<file path="src/rtl/spiflash_pkg.sv">
// Shared types and command codes for the burst SPI NOR flash model.
package spiflash_pkg;

  typedef enum logic [2:0] {IDLE, CMD, ADR, READ, PROG, STAT, IGNORE} statetype;

  localparam logic [7:0] CMD_READ = 8'h03;
  localparam logic [7:0] CMD_PROG = 8'h02;
  localparam logic [7:0] CMD_RDSR = 8'h05;
  localparam logic [7:0] CMD_WREN = 8'h06;
  localparam logic [7:0] CMD_WRDI = 8'h04;

  // State that follows a fully received command byte. WREN/WRDI carry no
  // payload, so they fall into IGNORE like unknown opcodes.
  function automatic statetype cmd_decode(input logic [7:0] c);
    case (c)
      CMD_READ, CMD_PROG: cmd_decode = ADR;
      CMD_RDSR:           cmd_decode = STAT;
      default:            cmd_decode = IGNORE;
    endcase
  endfunction

endpackage

</file>
<file path="src/rtl/spiflash_edgesync.sv">
// Brings SCK and CS into the PCLK domain and turns SCK transitions into
// single-cycle sample / shift strobes for the selected CPOL/CPHA mode.
module spiflash_edgesync
  import spiflash_pkg::*;
#(
  parameter int CLK_POL = 0,
  parameter int CLK_PHA = 0
) (
  input  logic PCLK,
  input  logic PRESETn,
  input  logic SCK,
  input  logic CS,
  output logic SampleEdge,
  output logic ShiftEdge,
  output logic CSSync
);

  // sck_q[1:0] is the 2-flop synchroniser, sck_q[2] the previous synced value.
  logic [2:0] sck_q;
  logic [1:0] cs_q;
  logic       rise, fall;

  // Synchroniser chains; SCK resets to its idle level so no false edge appears.
  always_ff @(posedge PCLK or negedge PRESETn) begin
    if (!PRESETn) begin
      sck_q <= {3{CLK_POL != 0}};
      cs_q  <= 2'b11;
    end else begin
      sck_q <= {sck_q[1:0], SCK};
      cs_q  <= {cs_q[0], CS};
    end
  end

  assign rise       = sck_q[1] & ~sck_q[2];
  assign fall       = ~sck_q[1] & sck_q[2];
  assign SampleEdge = (CLK_POL == CLK_PHA) ? rise : fall;
  assign ShiftEdge  = (CLK_POL == CLK_PHA) ? fall : rise;
  // CS has the same synchroniser depth as SCK so simultaneous pin changes stay aligned.
  assign CSSync     = cs_q[1];

endmodule

</file>
<file path="src/rtl/spiflash_burst.sv">
// Burst SPI NOR flash model: command / multi-byte address / data framing,
// auto-incrementing read and program, status register, all four SPI modes.
// Build option SPIFLASH_WREN_EN: when defined, programming needs a prior
// WREN (8'h06) and WRDI (8'h04) clears the latch; when undefined the write
// enable latch reads as 1 and programming always lands.
module spiflash_burst
  import spiflash_pkg::*;
#(
  parameter int CLK_POL    = 0,
  parameter int CLK_PHA    = 0,
  parameter int ADDR_BYTES = 3,
  parameter int DEPTH      = 64
) (
  input  logic PCLK,
  input  logic PRESETn,
  input  logic SCK,
  input  logic CS,
  input  logic MOSI,
  output logic MISO,
  output logic Busy
);

  localparam int AW       = $clog2(DEPTH);
  localparam int ADR_BITS = ADDR_BYTES * 8;
  localparam int ACW      = $clog2(ADR_BITS);
  localparam logic [ACW-1:0] ADR_LAST = ACW'(ADR_BITS - 1);

  statetype       state_q, state_d;
  logic           samp_edge, shft_edge, cs_s;
  logic [1:0]     settle_q;
  logic           armed_q;
  logic [2:0]     bit_q;
  logic [ACW-1:0] acnt_q;
  logic [7:0]     rx_q, tx_q;
  logic [AW-1:0]  addr_q;
  logic           rd_q, miso_q, wrote_q, wel;
  logic [7:0]     mem_q [DEPTH];
  logic           samp, shft, cmd_done, adr_done, prog_byte, tx_step, mem_we;
  logic [7:0]     rx_byte, tx_load;

  spiflash_edgesync #(.CLK_POL(CLK_POL), .CLK_PHA(CLK_PHA)) u_sync (
    .PCLK       (PCLK),
    .PRESETn    (PRESETn),
    .SCK        (SCK),
    .CS         (CS),
    .SampleEdge (samp_edge),
    .ShiftEdge  (shft_edge),
    .CSSync     (cs_s)
  );

  // Byte as it will look once the current MOSI bit is shifted in.
  assign rx_byte = {rx_q[6:0], MOSI};
  assign MISO    = miso_q;

`ifdef SPIFLASH_WREN_EN
  logic wel_q;
  // Write enable latch; a completed program frame consumes it on CS rise.
  always_ff @(posedge PCLK or negedge PRESETn) begin
    if (!PRESETn)                                   wel_q <= 1'b0;
    else if (cs_s && state_q != IDLE && wrote_q)    wel_q <= 1'b0;
    else if (cmd_done && rx_byte == CMD_WREN)       wel_q <= 1'b1;
    else if (cmd_done && rx_byte == CMD_WRDI)       wel_q <= 1'b0;
  end
  assign wel = wel_q;
`else
  assign wel = 1'b1;
`endif

  // Hold off until the CS synchroniser reflects the pin, and only accept a
  // new frame once CS has been seen high, so a frame cut by reset is ignored.
  always_ff @(posedge PCLK or negedge PRESETn) begin
    if (!PRESETn) begin
      settle_q <= 2'b00;
      armed_q  <= 1'b0;
    end else begin
      settle_q <= {settle_q[0], 1'b1};
      if (settle_q[1] && cs_s) armed_q <= 1'b1;
    end
  end

  // State register.
  always_ff @(posedge PCLK or negedge PRESETn) begin
    if (!PRESETn) state_q <= IDLE;
    else          state_q <= state_d;
  end

  // Next state; CS high returns to IDLE from anywhere and beats any edge.
  always_comb begin
    state_d = state_q;
    case (state_q)
      IDLE:    if (settle_q[1] && !cs_s) state_d = armed_q ? CMD : IGNORE;
      CMD:     if (cmd_done) state_d = cmd_decode(rx_byte);
      ADR:     if (adr_done) state_d = rd_q ? READ : PROG;
      default: ;
    endcase
    if (state_q != IDLE && cs_s) state_d = IDLE;
  end

  // Per-state strobes; edges coinciding with CS high are dropped.
  always_comb begin
    samp      = samp_edge & ~cs_s;
    shft      = shft_edge & ~cs_s;
    cmd_done  = (state_q == CMD)  && samp && (bit_q == 3'd7);
    adr_done  = (state_q == ADR)  && samp && (acnt_q == ADR_LAST);
    prog_byte = (state_q == PROG) && samp && (bit_q == 3'd7);
    mem_we    = prog_byte && wel;
    tx_step   = ((state_q == READ) || (state_q == STAT)) && shft;
    tx_load   = (state_q == READ) ? mem_q[addr_q] : {6'b0, wel, 1'b0};
    Busy      = (state_q != IDLE);
  end

  // Shift registers, bit/address counters and the MISO flop.
  always_ff @(posedge PCLK or negedge PRESETn) begin
    if (!PRESETn) begin
      bit_q   <= '0;
      acnt_q  <= '0;
      rx_q    <= '0;
      tx_q    <= '0;
      addr_q  <= '0;
      rd_q    <= 1'b0;
      miso_q  <= 1'b0;
      wrote_q <= 1'b0;
    end else if (state_q == IDLE) begin
      // Any partially assembled byte is forgotten between frames.
      bit_q   <= '0;
      acnt_q  <= '0;
      miso_q  <= 1'b0;
      wrote_q <= 1'b0;
    end else begin
      if ((state_q == CMD || state_q == PROG) && samp) begin
        rx_q  <= rx_byte;
        bit_q <= bit_q + 3'd1;
      end
      if (cmd_done) begin
        addr_q <= '0;
        rd_q   <= (rx_byte == CMD_READ);
      end
      if (state_q == ADR && samp) begin
        // Only the low AW bits survive, which keeps the address modulo DEPTH.
        addr_q <= {addr_q[AW-2:0], MOSI};
        acnt_q <= adr_done ? '0 : acnt_q + 1'b1;
      end
      if (mem_we) begin
        addr_q  <= addr_q + 1'b1;
        wrote_q <= 1'b1;
      end
      if (tx_step) begin
        // Bit 0 of each byte loads fresh data and presents its MSB at once.
        if (bit_q == 3'd0) begin
          miso_q <= tx_load[7];
          tx_q   <= {tx_load[6:0], 1'b0};
        end else begin
          miso_q <= tx_q[7];
          tx_q   <= {tx_q[6:0], 1'b0};
        end
        bit_q <= bit_q + 3'd1;
        if (state_q == READ && bit_q == 3'd7) addr_q <= addr_q + 1'b1;
      end
      if (state_q != READ && state_q != STAT) miso_q <= 1'b0;
    end
  end

  // Storage array, erased to 8'hFF by reset.
  always_ff @(posedge PCLK or negedge PRESETn) begin
    if (!PRESETn) begin
      for (int k = 0; k < DEPTH; k++) mem_q[k] <= 8'hFF;
    end else if (mem_we) begin
      mem_q[addr_q] <= rx_byte;
    end
  end

endmodule
</file>
<file path="config.mk">
export PLATFORM = sky130hd
export DESIGN_NAME = spiflash_burst
export DESIGN_NICKNAME = d
export VERILOG_FILES = /design/src/rtl/spiflash_pkg.sv /design/src/rtl/spiflash_edgesync.sv /design/src/rtl/spiflash_burst.sv
export SDC_FILE = /design/constraint.sdc
export NUM_CORES = 1
export LEC_CHECK = 0
export BUFFER_PORTS_ARGS = -buffer_cell sky130_fd_sc_hd__buf_2
export CORE_MARGIN = 5
export CORE_UTILIZATION = 58
export CTS_CLUSTER_SIZE = 14
export DETAILED_ROUTE_END_ITERATION = 10
export PLACE_DENSITY = 0.77
export SLEW_MARGIN = 20
export SYNTH_ARGS = -nofsm -noshare
export SYNTH_HDL_FRONTEND = slang
export SYNTH_SLANG_ARGS = --single-unit
</file>
<file path="constraint.sdc">
create_clock -name PCLK -period 2.3 [get_ports PCLK]
set_clock_uncertainty 0.05 [all_clocks]
set_input_delay 0.115 -clock PCLK [delete_from_list [all_inputs] [get_ports PCLK]]
set_output_delay 0.115 -clock PCLK [all_outputs]
set_load 0.01 [all_outputs]
</file>
==> run_results.csv, run 1 <==
group,metric,value,unit
status,outcome,"complete, but fails checks",
status,violations,"negative setup slack",
run,max_cap_violations,0,
route,wl_per_cell,30.9,um
clocking,clkLatencyLatePin,0.63,ns
global_route,grt_antenna_before_repair,0,
sta,rsz0062_at_grt,"yes",
synth,yosysUniqueCellTypes,69,
synth,ys_ff_latch,553,
floorplanning,fp.dieH,224,um
clocking,cts_inserted_buffers,55,
layout,area_growth,31.1,%
placement,hpwl,51200,um
synth,syn_nets,1936,
power_and_ir_drop,switchingPower,0.00948,W
clocking,ctsRootBufferMaster,"clkbuf_16",
route,antenna_left,0,
power_and_ir_drop,switching_share,34.1,%
layout,utilization,77.0,%
route,dr.first_iter.drc_count,2125,
placement,port_buffers,6,
route,wl_met3,7650,um
sta,hold_viol_final,0,
sta,clock.fmax,367,MHz
sta,period_needed,2.72,ns
global_route,grt_use_total,32.3,%
clocking,clock-sinks,553,
placement,gp_congestion,0.910,
clocking,cts_htree_levels,2,
power_and_ir_drop,vdd.ir_drop.worst,0.707,mV
worst_setup_path,start_kind,"flip-flop",
floorplanning,die_area,50300,um^2
floorplanning,die_x,224,um
sta,setup_tns,-53.20,ns
sta,max_slew_margin,32.1,%
global_route,grt-ovfl-total,0,
synth,syn_inst,1926,
layout,finalNonFillerCells,2816,
placement,placedCellCount,2679,
route,drc_errors,0,
floorplanning,core_area,45400,um^2
synth,synth-main-ff-cell,"dfstp_2",
sta,period_share,118,%
route,vias,19000,
power_and_ir_drop,sequentialPowerShare,36.2,%
sta,worst_pin_slew,1.02,ns
layout,antenna_cells,0,
worst_setup_path,cp_max_fo,14,
synth,async_flop_share,100,%
power_and_ir_drop,combPwrFrac,30.5,%
clocking,cts_buffer_depth,3,
floorplanning,start_util,58.7,%
synth,yosysWarnings,0,
layout,drive_gt1_share,76.1,%
power_and_ir_drop,pwr-share-clk,33.3,%
worst_setup_path,path_class,"flip-flop to flip-flop",
route,firstDrtPassIters,6,
min_path,worstHoldPathType,"input port to flip-flop",
floorplanning,rows,78,
power_and_ir_drop,powerDensity,797,nW/um^2
global_route,grt_first_pass_wirelength,125000,um
synth,synth-edff-count,0,
clocking,cts_tree,"done",
synth,synthesis.area,26600,um^2
power_and_ir_drop,p_leak,13.8,nW
synth,syn_area_per_cell,13.8,um^2
synth,ys_seq_area_share,54.3,%
sta,report.final.slew_viol_count,0,
layout,fillers,2380,
floorplanning,io_pins,7,
clocking,clkTransAtPathRegs,0.07,ns
route,wl,87100,um
layout,mostFrequentLayoutCells,"mux2_4, dfstp_2, buf_4",
worst_setup_path,endpoint_kind,"flip-flop",
worst_setup_path,cp.arrival,3.19,ns
layout,final_nets,2182,
sta,setup_ws,-0.421,ns
sta,setup_viol,520,
power_and_ir_drop,intPower,0.0184,W
route,met1Wirelength,34200,um
route,wl_met2,41000,um
worst_setup_path,worst_ep_required_time,2.77,ns
global_route,first_global_vias,19700,
global_route,grt_max_degree,92,
route,highest_layer,"met4",
route,routed_via_density,6.76,
-- Yosys cell counts (6+ instances only) --
| cell type | number | area share, % |
|---|---|---|
| a21oi_1 | 49 | 0.92 |
| a221o_1 | 17 | 0.64 |
| a221oi_1 | 35 | 1.2 |
| a222oi_1 | 7 | 0.26 |
| a22o_1 | 19 | 0.62 |
| a22oi_1 | 31 | 0.87 |
| buf_1 | 12 | 0.17 |
| buf_2 | 31 | 0.58 |
| buf_4 | 9 | 0.25 |
| buf_6 | 6 | 0.25 |
| clkbuf_1 | 79 | 1.1 |
| dfrtp_1 | 39 | 3.7 |
| dfstp_2 | 514 | 51 |
| inv_1 | 9 | 0.13 |
| mux2_2 | 564 | 24 |
| mux2i_1 | 64 | 2.4 |
| mux4_2 | 38 | 3.2 |
| nand2_1 | 76 | 1.1 |
| nand2_2 | 8 | 0.19 |
| nand3_1 | 8 | 0.15 |
| nor2_1 | 57 | 0.80 |
| nor2_2 | 40 | 0.94 |
| nor2_4 | 16 | 0.68 |
| nor2_8 | 8 | 0.60 |
| nor2b_1 | 11 | 0.26 |
| nor3_1 | 10 | 0.19 |
| o211ai_1 | 11 | 0.31 |
| o21ai_0 | 48 | 0.90 |
| o22ai_1 | 24 | 0.56 |
-- cell families after synthesis --
| family | synth area share, % |
|---|---|
| multiplexers | 29.5 |
| AO/OA/AOI/OAI | 7.22 |
| flip-flops | 54.3 |
| adder cells (fa/ha/maj) | 0.235 |
| XOR/XNOR | 0.131 |
| other | 0.0141 |
| buffers and inverters | 2.54 |
| AND/OR/NAND/NOR | 6.01 |
-- worst paths after layout --
path,from,end,slack (ns),depth (start not counted)
hold / removal,SCK,u_sync.sck_q[0],0.08,2
max in group asynchronous,PRESETn,state_q[2],0.61,4
min in group asynchronous,PRESETn,MISO,0.56,3
setup reg to reg,addr_q[0],tx_q[1],-0.42,8
hold reg to reg,u_sync.sck_q[0],u_sync.sck_q[1],0.30,0
setup / recovery,addr_q[0],tx_q[1],-0.42,8
-- sequential cells by signal, summed over array words and instances, names as in the netlist, 2 cells and up --
name,cells
addr_q,6
mem_q,512
acnt_q,5
settle_q,2
rx_q,7
state_q,3
u_sync.cs_q,2
bit_q,3
u_sync.sck_q,3
tx_q,7
-- area by class of cell --
type | instances | area (um^2) | share of cell area (%)
Sequential cell | 553 | 14500 | 41.5
Tap cell | 600 | 751 | 2.15
Inverter | 12 | 46.3 | 0.133
Multi-Input combinational cell | 1224 | 14100 | 40.3
Timing Repair Buffer | 326 | 3720 | 10.7
Clock buffer | 81 | 1690 | 4.83
Clock inverter | 20 | 156 | 0.448
-- routing by layer --
metal	vias up	track usage, %
li1	7597	-
met1	10000	44.6
met2	1118	51.6
met3	287	5.81
met4	0	12.1
met5	-	0
-- through the flow --
stage	area, um^2	total power (W)	hold slack, ns	setup slack (ns)
2_1_floorplan	26700	0.0136	-0.231	-0.0145
3_3_place_gp	29900	0.0170	0.0504	-0.540
3_5_place_dp	29900	0.0170	0.0510	-0.543
4_1_cts	33200	0.0271	0.0594	-0.326
5_1_grt	34900	0.0285	0.0921	-0.502
6_report	34900	0.0278	0.0810	-0.421
-- critical path, cell delays in order (launching register included) --
cell and delay [ns]:
dfrtp_4 0.50, buf_4 0.15, buf_12 0.16, mux4_2 0.57, mux2i_4 0.21, buf_4 0.14, o221ai_1 0.15, or4b_1 0.49
a22o_1 0.20
-- power groups by stage --
| stage | Combinational (W) | Clock, W | Sequential, W |
|---|---|---|---|
| global placement | 0.00672 | 0 | 0.0103 |
| finish | 0.00849 | 0.00926 | 0.0101 |
| global route | 0.00865 | 0.00973 | 0.0101 |
| CTS | 0.00774 | 0.00927 | 0.0101 |
| detailed placement | 0.00679 | 0 | 0.0103 |
| floorplan | 0.00351 | 0 | 0.0101 |
-- repair_timing --
action,4_1_cts,5_1_grt
resized for setup,295,404
pin swaps,50,82
setup buffers,23,7
endpoints found under the hold margin,72,0
cloned,2,0
endpoints found under the setup margin,521,528
hold buffers,6,0
No activity file was read; power rests on OpenSTA's default activity.
==> run 2, diff against run 1 <==
--- a/config.mk
+++ b/config.mk
@@ -8,9 +8,9 @@
 export BUFFER_PORTS_ARGS = -buffer_cell sky130_fd_sc_hd__buf_2
 export CORE_MARGIN = 5
 export CORE_UTILIZATION = 58
-export CTS_CLUSTER_SIZE = 14
 export DETAILED_ROUTE_END_ITERATION = 10
 export PLACE_DENSITY = 0.77
+export SKIP_CTS_REPAIR_TIMING = 1
 export SLEW_MARGIN = 20
 export SYNTH_ARGS = -nofsm -noshare
 export SYNTH_HDL_FRONTEND = slang
==> run_results.csv, run 2 (synthesis results as in run 1) <==
group,metric,value,unit
layout,drive_gt1_share,75.5,%
global_route,grt-ovfl-total,0,
clocking,clock-sinks,553,
worst_setup_path,timing.rr.start,"addr_q[1]",
global_route,first_global_vias,19200,
route,wl_per_cell,30.4,um
worst_setup_path,path_common_cell,"buf_4",
sta,setup_ws,-0.513,ns
placement,port_buffers,6,
worst_setup_path,endpoint_kind,"flip-flop",
power_and_ir_drop,p_leak,13.7,nW
clocking,cts_inserted_buffers,55,
sta,report.final.slew_viol_count,0,
layout,mostFrequentLayoutCells,"dfstp_2, mux2_4, buf_4",
worst_setup_path,path_class,"flip-flop to flip-flop",
sta,clock.fmax,356,MHz
floorplanning,rows,78,
placement,gp_congestion,0.910,
clocking,ctsRootBufferMaster,"clkbuf_16",
sta,setup_viol,518,
layout,top_register,"mem_q",
clocking,cts_tree,"done",
sta,rsz0062_at_grt,"yes",
worst_setup_path,rr_worst_depth,9,
layout,design_area,34500,um^2
status,violations,"negative hold slack, negative setup slack",
clocking,clkTransAtPathRegs,0.06,ns
worst_setup_path,cp.arrival,3.28,ns
sta,hold_viol_final,3,
power_and_ir_drop,vdd.ir_drop.worst,0.664,mV
route,firstDrtPassIters,6,
worst_setup_path,start_kind,"flip-flop",
layout,largestRegisters,"mem_q x512, rx_q x7, tx_q x7",
run,max_cap_violations,0,
route,vias,18900,
floorplanning,io_pins,7,
worst_setup_path,critical-path-max-stage-delay,0.51,ns
sta,whs,-0.0197,ns
floorplanning,die_area,50300,um^2
layout,largest_reg_flops,512,
worst_setup_path,cp_max_fo,10,
worst_setup_path,slowest_stage,"or4b_1",
global_route,grt_use_total,30.6,%
placement,dp_slack,-0.543,ns
sta,max_slew_margin,33.4,%
placement,placed_area,29900,um^2
clocking,cts_htree_levels,2,
worst_setup_path,reg2reg_to,"tx_q[1]",
global_route,grt_first_pass_wirelength,119000,um
route,routed_via_density,6.72,
route,wl,85400,um
floorplanning,fp.dieH,224,um
layout,utilization,75.9,%
route,drc_errors,0,
global_route,grt_antenna_before_repair,1,
layout,final_nets,2177,
layout,area_growth,29.3,%
route,dr.first_iter.drc_count,2092,
clocking,cts_buffer_depth,3,
floorplanning,start_util,58.7,%
layout,layout_commonest_cell,"dfstp_2",
sta,worst_pin_slew,0.999,ns
sta,period_needed,2.81,ns
worst_setup_path,rrSetupSlack,-0.51,ns
global_route,grt_max_degree,92,
route,antenna_left,0,
power_and_ir_drop,powerDensity,798,nW/um^2
placement,hpwl,51200,um
sta,period_share,122,%
clocking,clkLatencyLatePin,0.62,ns
sta,setup_tns,-30.47,ns
worst_setup_path,worst_ep_required_time,2.76,ns
power_and_ir_drop,power,0.0275,W
worst_setup_path,crit_chain,"buf_8 > buf_4 > mux4_2 > nor2b_1 > a221oi_1 > buf_4 > o22ai_1 > or4b_1 > a22o_1",
layout,antenna_cells,0,
min_path,worstHoldPathType,"input port to asynchronous set/reset pin",
floorplanning,die_x,224,um
status,outcome,"complete, but fails checks",
floorplanning,core_area,45400,um^2
-- run 2: changes by cell type in the layout (fill, tap and decap cells not counted), moves of 3 or more --
cell	change
buf_8	-5
buf_4	+10
mux2_4	-65
a221oi_2	-4
a21oi_1	+3
o21ai_0	+3
buf_6	-9
o21ai_1	-3
a221oi_1	+4
mux2_2	+65
a21oi_2	-3
-- run 2: layout make-up --
type                       count  area (um^2)
sequential                   553        14500
fill                        2509        10900
tap                          600          751
clock inverter                20          156
timing repair buffer         321         3610
clock buffer                  81         1690
multi-input combinational   1224        13700
inverter                      12         45.0
-- run 2: critical path, delay by kind of cell (launching register included) --
kind            cells  cell delay [ns]
buf+inv             3             0.56
compound gates      3             0.64
flops               1             0.49
mux                 1             0.28
simple gates        2             0.68
-- run 2: worst max-delay path by stage --
| stage | startpoint | cells past startpoint | to | slack, ns |
|---|---|---|---|---|
| after detailed placement | addr_q[0] | 10 | tx_q[2] | -0.54 |
| final | addr_q[1] | 9 | tx_q[1] | -0.51 |
| after floorplan | u_sync.cs_q[1] | 8 | mem_q[425] | -0.01 |
| after global routing | addr_q[0] | 8 | tx_q[1] | -0.55 |
| after CTS | addr_q[0] | 10 | tx_q[2] | -0.58 |
| after global placement | addr_q[0] | 10 | tx_q[2] | -0.54 |
-- run 2: stage by stage --
step / hold slack (ns) / std cells
after CTS: -0.610 / 2780
after detailed placement: 0.0510 / 2679
after floorplan: -0.231 / 1926
after global placement: 0.0504 / 2679
after global routing: 0.0116 / 2811
final: -0.0197 / 2811
-- run 2: metal layers --
| layer | part of all wire, % | GRT usage (%) | up-vias |
|---|---|---|---|
| met4 | 4.6 | 11.2 | 2 |
| met1 | 40 | 42.6 | 9975 |
| li1 | - | - | 7580 |
| met3 | 8.6 | 5.64 | 269 |
| met2 | 47 | 48.7 | 1077 |
| met5 | 0.014 | 0 | - |
-- run 2: power by group --
group | switching, W | total (W) | leakage, nW | internal, W
Clock | 0.00392 | 0.00921 | 0.925 | 0.00528
Sequential | 0.000192 | 0.0101 | 5.80 | 0.00990
Combinational | 0.00520 | 0.00818 | 6.97 | 0.00299
Total | 0.00931 | 0.0275 | 13.7 | 0.0182
